==> src/rtl/rx_pkg.sv <==
// Shared types and defaults for the serial receive controller.
// The state enum is used by the controller and its debug port.
package rx_pkg;

  localparam int DATA_BITS_DEFAULT = 8;

  typedef enum logic [2:0] {
    IDLE,
    START,
    DATA,
    STOP,
    LOAD
  } rx_state_t;

endpackage

==> src/rtl/rx_bit_timer.sv <==
// Clearable, enable-gated rollover counter.
// Counts 0..rollover_value-1; rollover_flag marks the enabled cycle that wraps to 0.
module rx_bit_timer #(
  parameter int WIDTH = 8
) (
  input  logic             clk,
  input  logic             rst,
  input  logic             clear,
  input  logic             enable,
  input  logic [WIDTH-1:0] rollover_value,
  output logic [WIDTH-1:0] count,
  output logic             rollover_flag
);

  assign rollover_flag = enable && (count == rollover_value - WIDTH'(1));

  // clear wins over enable so the owner can restart a count on any cycle
  always_ff @(posedge clk or posedge rst) begin
    if (rst) begin
      count <= '0;
    end else if (clear) begin
      count <= '0;
    end else if (enable) begin
      count <= rollover_flag ? '0 : count + WIDTH'(1);
    end
  end

endmodule

==> src/rtl/rx_ctrl.sv <==
// Serial frame receive controller: start-bit qualification, data-bit centre
// strobes, stop-bit check, buffer load pulse and sticky framing error.
module rx_ctrl
  import rx_pkg::*;
#(
  parameter int DATA_BITS   = DATA_BITS_DEFAULT,
  parameter int PERIOD_BITS = 8
) (
  input  logic                           clk,
  input  logic                           rst,
  input  logic                           start_detected,
  input  logic                           serial_in,
  input  logic [PERIOD_BITS-1:0]         bit_period,
  output logic                           shift_strobe,
  output logic                           load_buffer,
  output logic                           framing_error,
  output logic                           busy,
  output rx_state_t                      state,
  output logic [$clog2(DATA_BITS+1)-1:0] bit_count
);

  localparam int BIT_W = $clog2(DATA_BITS + 1);

  rx_state_t              state_q, state_d;
  logic [PERIOD_BITS-1:0] period_q;
  logic [PERIOD_BITS-1:0] half_point;
  logic [PERIOD_BITS-1:0] cyc_count;
  logic                   fe_q;
  logic                   accept, fe_set;
  logic                   cyc_clear, cyc_en, cyc_flag;
  logic                   bit_clear, bit_flag;

  // Start bit is checked at its centre: half a period after entering START.
  assign half_point    = (period_q >> 1) - PERIOD_BITS'(1);
  assign state         = state_q;
  assign framing_error = fe_q;

  always_ff @(posedge clk or posedge rst) begin
    if (rst) begin
      state_q  <= IDLE;
      period_q <= PERIOD_BITS'(2);
      fe_q     <= 1'b0;
    end else begin
      state_q <= state_d;
      if (accept) begin
        period_q <= (bit_period < PERIOD_BITS'(2)) ? PERIOD_BITS'(2) : bit_period;
      end
      if (accept) begin
        fe_q <= 1'b0;
      end else if (fe_set) begin
        fe_q <= 1'b1;
      end
    end
  end

  always_comb begin
    state_d      = state_q;
    accept       = 1'b0;
    fe_set       = 1'b0;
    cyc_clear    = 1'b0;
    cyc_en       = 1'b0;
    bit_clear    = 1'b0;
    shift_strobe = 1'b0;
    load_buffer  = 1'b0;
    busy         = 1'b1;
    case (state_q)
      IDLE: begin
        busy      = 1'b0;
        cyc_clear = 1'b1;
        bit_clear = 1'b1;
        if (start_detected) begin
          accept  = 1'b1;
          state_d = START;
        end
      end
      START: begin
        cyc_en = 1'b1;
        if (cyc_count == half_point) begin
          cyc_clear = 1'b1;
          state_d   = serial_in ? IDLE : DATA;
        end
      end
      DATA: begin
        cyc_en       = 1'b1;
        shift_strobe = cyc_flag;
        if (cyc_flag && bit_flag) begin
          state_d = STOP;
        end
      end
      STOP: begin
        cyc_en = 1'b1;
        if (cyc_flag) begin
          if (serial_in) begin
            state_d = LOAD;
          end else begin
            state_d = IDLE;
            fe_set  = 1'b1;
          end
        end
      end
      LOAD: begin
        load_buffer = 1'b1;
        state_d     = IDLE;
      end
      default: state_d = IDLE;
    endcase
  end

  rx_bit_timer #(.WIDTH(PERIOD_BITS)) u_cycle_timer (
    .clk           (clk),
    .rst           (rst),
    .clear         (cyc_clear),
    .enable        (cyc_en),
    .rollover_value(period_q),
    .count         (cyc_count),
    .rollover_flag (cyc_flag)
  );

  // Advances once per strobe; its flag marks the final data bit.
  rx_bit_timer #(.WIDTH(BIT_W)) u_bit_timer (
    .clk           (clk),
    .rst           (rst),
    .clear         (bit_clear),
    .enable        (shift_strobe),
    .rollover_value(BIT_W'(DATA_BITS)),
    .count         (bit_count),
    .rollover_flag (bit_flag)
  );

endmodule
==> config.mk <==
export PLATFORM = sky130hd
export DESIGN_NAME = rx_ctrl
export DESIGN_NICKNAME = d
export VERILOG_FILES = /design/src/rtl/rx_pkg.sv /design/src/rtl/rx_bit_timer.sv /design/src/rtl/rx_ctrl.sv
export SDC_FILE = /design/constraint.sdc
export NUM_CORES = 1
export LEC_CHECK = 0
export BUFFER_PORTS_ARGS = -buffer_cell sky130_fd_sc_hd__buf_4
export CORE_MARGIN = 10
export CORE_UTILIZATION = 57
export DETAILED_ROUTE_END_ITERATION = 7
export PLACE_DENSITY = 0.79
export SYNTH_ARGS = -nofsm -noshare
export SYNTH_HDL_FRONTEND = slang
export SYNTH_SLANG_ARGS = --single-unit
==> constraint.sdc <==
create_clock -name clk -period 2.85 [get_ports clk]
set_clock_uncertainty 0.1 [all_clocks]
set_input_delay 0.285 -clock clk [delete_from_list [all_inputs] [get_ports clk]]
set_output_delay 0.285 -clock clk [all_outputs]
set_load 0.005 [all_outputs]
==> results.toml <==
[job]
maxCapViolCount = 0

[placed_design]
portBuffers = 22
hpwl_um = 2810
place_ws_ns = 0.0355
place_area_um2 = 1880
gp_congestion = 0.878

[finish]
fillers = 215
fin_nets = 232
fin_area_um2 = 2040
area_growth_pct = 20.7
num_antenna_cells = 0
drive_gt1_share_pct = 26.5

[timing]
finalSetupViolations = 0
worst_slack_ns = 0.0675
hold_violations = 0
maxSlewViolCount = 0
period_share_pct = 97.6
tightest_slew_ns = 0.924
fin_crit_ns = 2.78
fmax_mhz = 359
fin_setup_tns_ns = 0
rsz0062_at_grt = "true"
hold_ws_ns = 0.0506
slew_headroom_pct = 38.3

[global_route]
first_global_vias = 1440
grt_max_degree = 25
grt_remaining_overflow = 0
antenna_found_initial = 0
grt_pass1_wl_um = 6460
track_usage_pct = 14.3

[cts]
path_clk_slew_ns = 0.14
cts_tree = "done"
cts.sinks = 24
htree_levels = 1
root_buffer = "clkbuf_4"
cts_buffers = 3
cts_buffer_depth = 2
clk_latency_ns = 0.32

[synth]
syn-num-nets = 206
synth_edf_count = 0
yosys-top-cells-area = "dfrtp_1, xnor2_1, mux2_2, nand2_1, xor2_1"
synth_sequential_area_ratio_pct = 35.5
ys_ff_latch = 24
synth.avg_cell_area_um2 = 8.92
netlist_top_cells_count = "dfrtp_1, nand2_1, nor2_1, xnor2_1, inv_1"
synth_cell_types = 47
netlist_instances = 190
yosysMostFrequentCell = "dfrtp_1"
yosys.area.top_type = "dfrtp_1"
synth_top_cell_area_share_pct = 34.0
async_reset_ff_share_pct = 100
ys.warnings.count = 0
synthFlopType = "dfrtp_1"
syn_area_um2 = 1690

[drt]
drt_iter0_drc = 71
drtPass1Iterations = 5
via_per_inst = 5.93
vias = 1458
ant_nets = 0
wire_per_inst_um = 16.2
finalWirelength_um = 3990
drc = 0

[floorplanning]
die_w_um = 74.5
io_pins = 23
core_area_um2 = 2810
start_util_pct = 60.4
die-area_um2 = 5550
die_y_um = 74.5
row_count = 19

[critical_path]
path_cells = "inv_1 -> ha_2 -> nor2b_1 -> or3_4 -> a31oi_4 -> o2111ai_4 -> buf_6 -> buf_4 -> mux2_1 -> o221a_1"
cp_max_fo = 5
path_buf_inv = 3
path_delay_family = "compound AO/OA/AOI/OAI gates"
arrival_ns = 2.91
slowest_delay_ns = 0.59
endpoint_kind = "flop"
crit_path_start_kind = "flop"
worst-setup-path-type = "flop to flop"
cp_slowest_cell = "dfstp_2"
critPathRequiredTime_ns = 2.98

[power]
power_density_nw_per_um2 = 937
p_leak_nw = 0.871
peakVddDrop_mv = 0.416

[min_path]
min_path_type = "input pin to asynchronous set/reset pin"

[run_status]
status = "finished clean"
[cell type report]
| type | count | area, um2 | area share (%) |
|---|---|---|---|
| Clock inverter | 1 | 30.0 | 1.47 |
| Inverter | 14 | 52.6 | 2.57 |
| Clock buffer | 3 | 22.5 | 1.10 |
| Timing Repair Buffer | 33 | 251 | 12.3 |
| Sequential cell | 24 | 603 | 29.5 |
| Multi-Input combinational cell | 140 | 1050 | 51.2 |
| Tap cell | 31 | 38.8 | 1.90 |
[per-layer routing]
layer	vias to the layer above	part of all wire (%)	track usage (%)
li1	713	-	-
met1	697	44	17.6
met2	46	51	24.5
met3	2	4.5	3.06
met4	0	0.40	4.41
met5	-	0	0
[layout by cell type (no fill, tap or decap), drive strengths merged, types with 2 or more instances in the layout]
cell type  instances
o2111ai            4
xnor2             15
nor4               2
a22o               2
dfrtp             23
nor2              15
nand4              2
nor2b              6
clkbuf             3
nand3              6
nor4b              3
xor2               7
o31ai              3
and2               2
nand2             19
buf               33
or4                2
a31oi              3
nand2b             2
mux2               8
mux2i              2
and4               2
nor3               5
ha                 4
inv               14
a21oi              4
o21ai              8
or3                2
[logic make-up (layout without fill, tap and decap cells)]
group                      count (synthesis)  count (layout)  synth area share [%]
adders and majority gates                  4               4                  2.95
buffers and inverters                     26              51                  6.28
xor gates and xnor gates                  22              22                  11.4
DFF                                       24              24                  35.5
and+or+nand+nor                           73              73                  23.4
AOI/OAI and AO/OA                         31              31                  14.0
muxes                                     10              10                  6.50
[path summary, 6_finish.rpt]
path	cells after the start	slack [ns]	start	to
setup / recovery	10	0.07	period_q[1]	state[0]
hold / removal	2	0.05	rst	period_q[7]
setup reg to reg	10	0.07	period_q[1]	state[0]
hold reg to reg	1	0.42	framing_error	framing_error
max in group asynchronous	2	1.98	rst	period_q[2]
min in group clk	2	0.07	bit_period[0]	period_q[0]
[timing repair]
item / CTS / global route
hold buffers: 0 / 0
setup endpoints to repair: 1 / 3
gates resized for setup: 3 / 9
setup buffers: 1 / 5
pin swaps: 0 / 4
[metrics by stage]
step / power, mW / utilization, % / cells
6_report: 1.92 / 72.9 / 246
5_1_grt: 2.05 / 72.9 / 246
4_1_cts: 1.78 / 69.8 / 241
3_5_place_dp: 1.50 / 67.1 / 236
3_3_place_gp: 1.46 / 67.1 / 236
2_1_floorplan: 1.32 / - / 190
[state kept, by name (all words and copies together), names as in the netlist]
| register | flops |
|---|---|
| u_bit_timer.count | 4 |
| framing_error | 1 |
| u_cycle_timer.count | 8 |
| period_q | 8 |
| state | 3 |
[where the power goes]
group	leakage [nW]	internal, mW	switching (mW)	total [mW]
Combinational	0.540	0.507	0.482	0.989
Clock	0.0279	0.142	0.110	0.252
Sequential	0.303	0.456	0.217	0.674
(Power assumes the default switching activity.)
